**src/rtl/n_mem_streamer.sv**
```systemverilog
// Read sequencer for the modulus ROM: issues a run of reads, hides the ROM read latency and
// presents the words as a valid/ready stream, buffering backpressure in a credit-limited FIFO.
module n_mem_streamer #(
    parameter int ADDR_WIDTH = 7,
    parameter int DATA_WIDTH = 32,
    parameter int TOTAL_ADDR = 128,
    parameter int RD_LATENCY = 2,
    parameter int FIFO_DEPTH = 4
) (
    input  logic                  clock,
    input  logic                  reset_n,
    input  logic                  start,
    input  logic [ADDR_WIDTH-1:0] base_addr,
    input  logic [ADDR_WIDTH:0]   word_count,
    output logic [ADDR_WIDTH-1:0] mem_address,
    input  logic [DATA_WIDTH-1:0] mem_q,
    output logic [DATA_WIDTH-1:0] out_data,
    output logic                  out_valid,
    input  logic                  out_ready,
    output logic                  out_last,
    output logic                  busy,
    output logic                  done
);

    localparam int PTR_W = (FIFO_DEPTH > 1) ? $clog2(FIFO_DEPTH) : 1;
    localparam int CNT_W = $clog2(FIFO_DEPTH + RD_LATENCY + 1);
    localparam logic [ADDR_WIDTH:0] CNT_ONE = 1;

    typedef enum logic [1:0] {S_IDLE, S_ISSUE, S_DRAIN, S_DONE} state_t;

    state_t                  r_state;
    state_t                  w_next;
    logic [ADDR_WIDTH-1:0]   r_mem_address;
    logic [ADDR_WIDTH:0]     r_req_count;
    logic [ADDR_WIDTH:0]     r_issued;
    logic [RD_LATENCY-1:0]   r_pipe_v;
    logic [RD_LATENCY-1:0]   r_pipe_last;
    logic [DATA_WIDTH-1:0]   r_fifo_data [FIFO_DEPTH];
    logic                    r_fifo_last [FIFO_DEPTH];
    logic [PTR_W-1:0]        r_wr_ptr;
    logic [PTR_W-1:0]        r_rd_ptr;
    logic [CNT_W-1:0]        r_fifo_cnt;

    logic [CNT_W-1:0]        w_inflight;
    logic                    w_credit;
    logic                    w_issue;
    logic                    w_issue_last;
    logic                    w_wr;
    logic                    w_rd;

    function automatic logic [PTR_W-1:0] next_ptr(input logic [PTR_W-1:0] p);
        return (p == PTR_W'(FIFO_DEPTH - 1)) ? '0 : p + 1'b1;
    endfunction

    always_comb begin
        w_inflight = '0;
        for (int unsigned i = 0; i < RD_LATENCY; i++) begin
            w_inflight = w_inflight + CNT_W'(r_pipe_v[i]);
        end
    end

    // Credits cover words already buffered plus reads still inside the ROM, since those cannot stall.
    assign w_credit     = (r_fifo_cnt + w_inflight) < CNT_W'(FIFO_DEPTH);
    assign w_issue      = (r_state == S_ISSUE) && (r_issued < r_req_count) && w_credit;
    assign w_issue_last = w_issue && ((r_issued + CNT_ONE) == r_req_count);
    assign w_wr         = r_pipe_v[RD_LATENCY-1];
    assign w_rd         = out_valid && out_ready;

    assign mem_address = r_mem_address;
    assign out_valid   = (r_fifo_cnt != '0);
    assign out_data    = out_valid ? r_fifo_data[r_rd_ptr] : '0;
    assign out_last    = out_valid && r_fifo_last[r_rd_ptr];

    always_comb begin
        w_next = r_state;
        busy   = 1'b1;
        done   = 1'b0;
        case (r_state)
            S_IDLE: begin
                busy = 1'b0;
                if (start) w_next = (word_count == '0) ? S_DONE : S_ISSUE;
            end
            S_ISSUE: if (w_issue_last) w_next = S_DRAIN;
            S_DRAIN: if (w_rd && out_last) w_next = S_DONE;
            S_DONE: begin
                done   = 1'b1;
                w_next = S_IDLE;
            end
            default: w_next = S_IDLE;
        endcase
    end

    always_ff @(posedge clock or negedge reset_n) begin
        if (!reset_n) begin
            r_state       <= S_IDLE;
            r_mem_address <= '0;
            r_req_count   <= '0;
            r_issued      <= '0;
            r_pipe_v      <= '0;
            r_pipe_last   <= '0;
            r_wr_ptr      <= '0;
            r_rd_ptr      <= '0;
            r_fifo_cnt    <= '0;
        end else begin
            r_state <= w_next;
            if (r_state == S_IDLE && start) begin
                r_mem_address <= base_addr;
                r_req_count   <= word_count;
                r_issued      <= '0;
            end else if (w_issue) begin
                r_mem_address <= (r_mem_address == ADDR_WIDTH'(TOTAL_ADDR - 1)) ? '0
                                                                                : r_mem_address + 1'b1;
                r_issued      <= r_issued + CNT_ONE;
            end
            r_pipe_v[0]    <= w_issue;
            r_pipe_last[0] <= w_issue_last;
            for (int unsigned i = 1; i < RD_LATENCY; i++) begin
                r_pipe_v[i]    <= r_pipe_v[i-1];
                r_pipe_last[i] <= r_pipe_last[i-1];
            end
            if (w_wr) r_wr_ptr <= next_ptr(r_wr_ptr);
            if (w_rd) r_rd_ptr <= next_ptr(r_rd_ptr);
            case ({w_wr, w_rd})
                2'b10:   r_fifo_cnt <= r_fifo_cnt + 1'b1;
                2'b01:   r_fifo_cnt <= r_fifo_cnt - 1'b1;
                default: r_fifo_cnt <= r_fifo_cnt;
            endcase
        end
    end

    always_ff @(posedge clock) begin
        if (w_wr) begin
            r_fifo_data[r_wr_ptr] <= mem_q;
            r_fifo_last[r_wr_ptr] <= r_pipe_last[RD_LATENCY-1];
        end
    end

    assert property (@(posedge clock) disable iff (!reset_n)
        !(w_wr && !w_rd && r_fifo_cnt == CNT_W'(FIFO_DEPTH)));

endmodule
```
**config.mk**
```make
export PLATFORM = sky130hd
export DESIGN_NAME = n_mem_streamer
export DESIGN_NICKNAME = d
export VERILOG_FILES = /design/src/rtl/n_mem_streamer.sv
export SDC_FILE = /design/constraint.sdc
export NUM_CORES = 1
export LEC_CHECK = 0
export BUFFER_PORTS_ARGS = -buffer_cell sky130_fd_sc_hd__buf_2
export CAP_MARGIN = 25
export CORE_MARGIN = 8
export CORE_UTILIZATION = 40
export DETAILED_ROUTE_END_ITERATION = 10
export GPL_ROUTABILITY_DRIVEN = 0
export REMOVE_ABC_BUFFERS = 1
export SYNTH_ARGS = -nofsm -noshare
export SYNTH_HDL_FRONTEND = slang
export SYNTH_SLANG_ARGS = --single-unit
```
**constraint.sdc**
```tcl
create_clock -name clock -period 4.35 [get_ports clock]
set_clock_uncertainty 0.15 [all_clocks]
set_input_delay 0.87 -clock clock [delete_from_list [all_inputs] [get_ports clock]]
set_output_delay 0.87 -clock clock [all_outputs]
set_load 0.05 [all_outputs]
```
==> results_dict.tcl, run 1 <==
set metrics [dict create \
    worstRegToRegCells 10 \
    worst_slew_pin_slew_ns 0.9256 \
    nNetsFinal 627 \
    grt_pass1_wl_um 23470 \
    synth_ff_type "edfxtp_1" \
    outcome "finished, final reports clean" \
    post-route-min-period_ns 3.502 \
    worst-path-stages 4 \
    synth_area_um2 7227 \
    drc 0 \
    regArea_um2 4867 \
    ys_types 45 \
    cap_viol_max_count 0 \
    cts_resized 0 \
    top_usage_layer "met2" \
    overflow 0 \
    post_cts_buffers 0 \
    wl_per_cell_um 18.32 \
    vias_per_cell 5.169 \
    cts_root_buf "clkbuf_16" \
    synth.avg_cell_area_um2 15.88 \
    die_w_um 150.4 \
    cts_hold_buf 0 \
    h-tree-depth 4 \
    synthArstFlopShare 0.2143 \
    fillers 1518 \
    io_buffers 93 \
    grt.met1_usage 0.1587 \
    synthMostInstantiatedCell "edfxtp_1" \
    drt_iter0_drc 194 \
    die_h_um 150.4 \
    crit_chain "buf_4 > mux4_2 > and2_1 > buf_2" \
    synth_edf_count 132 \
    synth_area_leader_cell "edfxtp_1" \
    ant_nets 0 \
    setup.worst_path.class "register to output pin" \
    p_per_area_nw_per_um2 764.9 \
    yosys-top-cells-area "edfxtp_1 55%, dfrtp_1 12%, mux4_2 10%" \
    slew_headroom 0.3829 \
    rows 49 \
    num_io_pins 94 \
    coreArea_um2 17840 \
    cp-end-kind "output pin" \
    cp_top_family "flip-flops" \
    grt_pass1_vias 4489 \
    seq_area_frac_synth 0.6731 \
    min_delay_path_depth 0 \
    cp_num_buf_inv 2 \
    grtUsageTotal 0.1355 \
    cts_tree "done" \
    rsz0062_at_grt "no" \
    drive_above_1_share 0.3027 \
    peakVddDrop_mv 0.5281 \
    dp_cells 762 \
    firstDrtPassIters 5 \
    fin_cells 794 \
    multi_input_comb_area_um2 2197 \
    critPathSlowestCell "dfrtp_2" \
    dp_hpwl_um 9569 \
    grt_use_met2 0.2294 \
    critPathArrivalTime_ns 2.48 \
    finalPower_uw 6531 \
    setup_tns_ns 0 \
    numCtsBuffers 17 \
    required_ns 3.33 \
    max_stage_delay_ns 0.82 \
    hold_viol 0 \
    cts_num_sinks 168 \
    grtUsageMet3 0.04208 \
    n_antenna_cell 0 \
    synth_cells 455 \
    antenna_found_initial 0 \
    setup_viol 0 \
    finalCritPeriodShare 0.8051 \
    maxSlewViolCount 0 \
    stdcell_area_um2 8538 \
    vias 4104 \
    ys_seq_elements 168 \
    crit_path_start_kind "register" \
    path_max_fanout 22 \
    clk_pin_slew_ns 0.06 \
    finalWirelength_um 14550 \
    fmaxAchievable_ghz 0.2855 \
    synth_common_cells "132 x edfxtp_1, 40 x and2_1, 36 x dfrtp_1" \
    start_util 0.4051 \
    synth_top_cell_area_share 0.5485 \
    clk_latency_ns 0.42 \
    p_leak_uw 0.003155 \
    die_area_um2 22620 \
    hold_path.class "register to register" \
    ys.warnings.count 0 \
    clockBufferDepth 2 \
    syn_to_final_growth_pct 18.14 \
    grt_max_degree 37 \
    place_area_um2 7936 \
]
==> worst register-to-register path, stage by stage (launching register included) <==
cell,delay [ns]
dfrtp_1,0.37
inv_1,0.08
ha_1,0.31
a211oi_1,0.21
o32a_1,0.17
nand4b_1,0.10
buf_4,0.20
or2_2,0.39
clkinv_1,0.21
mux2i_1,0.21
o21ai_0,0.10
==> power by group <==
| part | internal, uW | switching (uW) |
|---|---|---|
| clock network | 849 | 622 |
| logic | 938 | 1790 |
| registers | 2040 | 291 |
| total | 3830 | 2700 |
==> flip-flops by register name, summed over array words and instances (netlist names), 3 cells and up <==
signal,count
r_issued,8
r_req_count,8
r_fifo_data,128
mem_address,7
r_fifo_cnt,3
r_fifo_last,4
==> cells in the final DEF (no fill, tap or decap), types with 5 or more instances in the layout <==
cell        netlist  layout
o21ai_0          21      21
buf_4             0       5
and2_1           40      36
edfxtp_1        132     132
nand2_1          24      24
dfrtp_1          36      34
ha_1             22      22
a21oi_1           6       6
xnor2_1          19      19
nor3_1            9       9
mux4_2           33      33
inv_1            21      21
buf_2             4      93
nor2_1           17      17
clkbuf_16         0      17
clkinvlp_4        0       5
inv_6             0       5
nand3_1           7       7
==> per-layer routing <==
| layer | vias up | share of wire | wire length [um] |
|---|---|---|---|
| met5 | - | 0 | 0 |
| met4 | 0 | 0.018 | 260 |
| met3 | 25 | 0.061 | 892 |
| met2 | 120 | 0.49 | 7154 |
| met1 | 2051 | 0.43 | 6240 |
| li1 | 1908 | - | - |
==> final timing paths <==
kind                                 from              to  slack [ns]
setup / recovery              r_rd_ptr[0]    out_data[31]        0.85
hold / removal             r_pipe_last[0]  r_pipe_last[1]        0.20
setup reg to reg           r_req_count[5]  mem_address[0]        1.73
hold reg to reg            r_pipe_last[0]  r_pipe_last[1]        0.20
max in group asynchronous         reset_n     r_rd_ptr[1]        3.09
min in group asynchronous         reset_n  mem_address[5]        0.40
==> per-stage QoR <==
step	hold WS [ns]	setup slack [ns]	utilization
finish	0.1977	0.8478	0.4786
global route	0.2147	0.6669	0.4786
CTS	0.1992	0.7649	0.4770
detailed placement	0.1865	1.226	0.4448
global placement	0.1862	1.243	0.4448
floorplan	0.1812	0.8773	-
==> cells by family after synthesis <==
logic type,share of synthesized area
flip-flops,0.6731
AND/OR/NAND/NOR,0.09142
AO/OA/AOI/OAI,0.03567
buffers and inverters,0.02355
multiplexers,0.1099
adder cells (fa/ha/maj),0.04086
XOR/XNOR,0.02545
==> cell type report <==
type / count / area share
Tap cell: 229 / 0.03356
Clock buffer: 18 / 0.05026
Inverter: 22 / 0.009672
Timing Repair Buffer: 99 / 0.06213
Clock inverter: 13 / 0.01700
Multi-Input combinational cell: 245 / 0.2573
Sequential cell: 168 / 0.5700
(Power assumes the default switching activity.)
==> run 2, diff against run 1 <==
--- a/config.mk
+++ b/config.mk
@@ -5,6 +5,7 @@
 export SDC_FILE = /design/constraint.sdc
 export NUM_CORES = 1
 export LEC_CHECK = 0
+export ABC_AREA = 1
 export BUFFER_PORTS_ARGS = -buffer_cell sky130_fd_sc_hd__buf_2
 export CAP_MARGIN = 25
 export CORE_MARGIN = 8
==> constraint.sdc (replaced) <==
create_clock -name clock -period 3.47 [get_ports clock]
set_clock_uncertainty 0.15 [all_clocks]
set_input_delay 0.694 -clock clock [delete_from_list [all_inputs] [get_ports clock]]
set_output_delay 0.694 -clock clock [all_outputs]
set_load 0.05 [all_outputs]
==> run 2 against run 1 <==
  * Sequential cell count unchanged
  * Die area grew 2.8%
  * Hold slack gained 0.011 ns
  * Register-to-register slack got worse by 0.60 ns
  * Routed wire length increased by 9.0%
  * Power up 27%
  * Sequential power is 17% higher
  * Area after synthesis up 3.1%
  * Cell count is 31% higher
==> results_dict.tcl, run 2 <==
set metrics [dict create \
    outcome "finished, final reports clean" \
    grt_max_degree 69 \
    p_comb_frac 0.469 \
    num_io_pins 94 \
    synth_common_cells "153 x nor2_1, 132 x edfxtp_1, 87 x o21ai_0" \
    drive_above_1_share 0.1980 \
    peakVddDrop_mv 0.4511 \
    die_h_um 152.5 \
    clk_pin_slew_ns 0.06 \
    synth_top_cell_area_share 0.5318 \
    cp_num_buf_inv 2 \
    io_buffers 93 \
    internal_power_uw 4423 \
    synth_ff_type "edfxtp_1" \
    crit_chain "buf_4 > nor2_1 > nor2_1 > o21ai_0 > a21oi_1 > buf_2" \
    grt_pass1_vias 5109 \
    synthMostInstantiatedCell "nor2_1" \
    syn_to_final_growth_pct 16.79 \
    synth_area_um2 7453 \
    ant_nets 0 \
    required_ns 2.63 \
    max_stage_delay_ns 0.59 \
    setup_slack_ns 0.3508 \
    slew_headroom 0.4402 \
    synth_cells 697 \
    grt.met1_usage 0.1760 \
    top_usage_layer "met2" \
    place_area_um2 8174 \
    seqPwrFrac 0.328 \
    numCtsBuffers 17 \
    start_util 0.4025 \
    crit_path_start_kind "register" \
    hold_path.class "register to register" \
    r2r-end "r_fifo_cnt[1]" \
    dp_hpwl_um 10110 \
    fillers 1740 \
    die_w_um 152.5 \
    r2r_start "r_fifo_cnt[1]" \
    cts_root_buf "clkbuf_16" \
    h-tree-depth 4 \
    grtUsageMet3 0.03517 \
    maxSlewViolCount 0 \
    n_antenna_cell 0 \
    drt_iter0_drc 258 \
    p_per_area_nw_per_um2 954.1 \
    final_cell_mix "153 x nor2_1, 132 x edfxtp_1, 93 x buf_2" \
    seq_area_frac_synth 0.6527 \
    ys_seq_elements 168 \
    wl_per_cell_um 15.29 \
    finalCritPeriodShare 0.8989 \
    hold_viol 0 \
    cp-end-kind "output pin" \
    clk_latency_ns 0.41 \
    path_max_fanout 68 \
    drc 0 \
    nNetsFinal 864 \
    overflow 0 \
    setup_viol 0 \
    finalWirelength_um 15860 \
    synth_edf_count 132 \
    final_util 0.4701 \
    die_area_um2 23260 \
    vias_per_cell 4.888 \
    coreArea_um2 18520 \
    dp_slack_ns 0.7615 \
    grt_use_met2 0.2348 \
    switchingPower_uw 3882 \
    top_regs "r_fifo_data (128), r_issued (8), r_req_count (8)" \
    synth.avg_cell_area_um2 10.69 \
    firstDrtPassIters 5 \
    rows 50 \
    clkPwrFrac 0.204 \
    synth_area_leader_cell "edfxtp_1" \
    critPathSlowestCell "buf_4" \
    grt_pass1_wl_um 26340 \
    antenna_found_initial 0 \
    r2r_slack_ns 1.13 \
    cp_top_family "buffers and inverters" \
    cts_hold_buf 0 \
    synthArstFlopShare 0.2143 \
    vias 5069 \
    setup.worst_path.class "register to output pin" \
    regMostFlops "r_fifo_data" \
    mostFrequentLayoutCell "nor2_1" \
    largest_reg_flops 128 \
    rsz0062_at_grt "no" \
    worst_slew_pin_slew_ns 0.8397 \
    grtUsageTotal 0.1409 \
    critPathArrivalTime_ns 2.28 \
    cap_viol_max_count 0 \
    ys_types 38 \
    p_leak_uw 0.003441 \
    fmaxAchievable_ghz 0.3206 \
    min-delay-start "r_pipe_last[0]" \
    post-route-min-period_ns 3.119 \
    min_to "r_pipe_last[1]" \
    ys.warnings.count 0 \
    post_cts_buffers 0 \
    yosys-top-cells-area "edfxtp_1 53%, dfrtp_1 12%, nor2_1 7.7%" \
    cts_tree "done" \
    cts_num_sinks 168 \
    cts_resized 0 \
    cpMostUsedCell "nor2_1" \
    worstRegToRegCells 8 \
    p_sw_frac 0.4674 \
    min_delay_path_depth 0 \
    stdcell_area_um2 8705 \
    clockBufferDepth 2 \
]
-- run 2: cell types whose count changed after synthesis, moves of 16 or more --
cell / previous run / this run
a21oi_1: 6 / 36
nand2_1: 24 / 79
and2_1: 40 / 0
o21ai_0: 21 / 87
nand3_1: 7 / 24
nor2_1: 17 / 153
mux4_2: 33 / 0
inv_1: 21 / 49
xnor2_1: 19 / 3
-- run 2: cell type report --
cell class / instances / area, um^2 / share of cell area
Sequential cell: 168 / 4866 / 0.5590
Multi-Input combinational cell: 448 / 2268 / 0.2606
Clock inverter: 12 / 93.84 / 0.01078
Timing Repair Buffer: 102 / 545.5 / 0.06267
Inverter: 53 / 201.4 / 0.02314
Tap cell: 234 / 292.8 / 0.03364
Clock buffer: 20 / 436.7 / 0.05017
-- run 2: through the flow --
stage	hold slack (ns)	power, uW	TNS (ns)	cells
2_1_floorplan	0.1812	5631	-0.007420	669
3_3_place_gp	0.1924	6677	0	1005
4_1_cts	0.2127	8428	0	1037
5_1_grt	0.2178	8904	0	1037
6_report	0.2087	8305	0	1037
3_5_place_dp	0.1984	6719	0	1005
-- run 2: power groups by stage --
stage               Sequential, uW  Clock, uW  Combinational [uW]
floorplan                     2950          0                2680
global placement              2760          0                3920
detailed placement            2760          0                3960
CTS                           2720       1740                3970
global route                  2760       1820                4330
finish                        2720       1690                3890
-- run 2: logic make-up after synthesis --
| family | share of synthesized area |
|---|---|
| buf+inv | 0.04381 |
| simple gates | 0.1615 |
| flops | 0.6527 |
| fa+ha+maj | 0.03962 |
| compound gates | 0.09653 |
| xor+xnor | 0.005877 |
-- run 2: how the worst max path moves through the flow --
| stage | start | to | slack (ns) | depth (start not counted) |
|---|---|---|---|---|
| after floorplan | r_rd_ptr[0] | out_last | -0.007 | 3 |
| after global placement | r_rd_ptr[0] | out_data[3] | 0.76 | 5 |
| after detailed placement | r_rd_ptr[0] | out_data[29] | 0.76 | 5 |
| after CTS | r_rd_ptr[0] | out_data[29] | 0.30 | 5 |
| final | r_rd_ptr[0] | out_data[25] | 0.35 | 6 |
| after global routing | r_rd_ptr[0] | out_data[29] | 0.12 | 5 |
-- run 2: routing by layer --
layer | vias to the layer above | part of all wire
met2 | 121 | 0.48
met1 | 2376 | 0.45
li1 | 2555 | -
met4 | 0 | 0.015
met5 | - | 0
met3 | 17 | 0.051
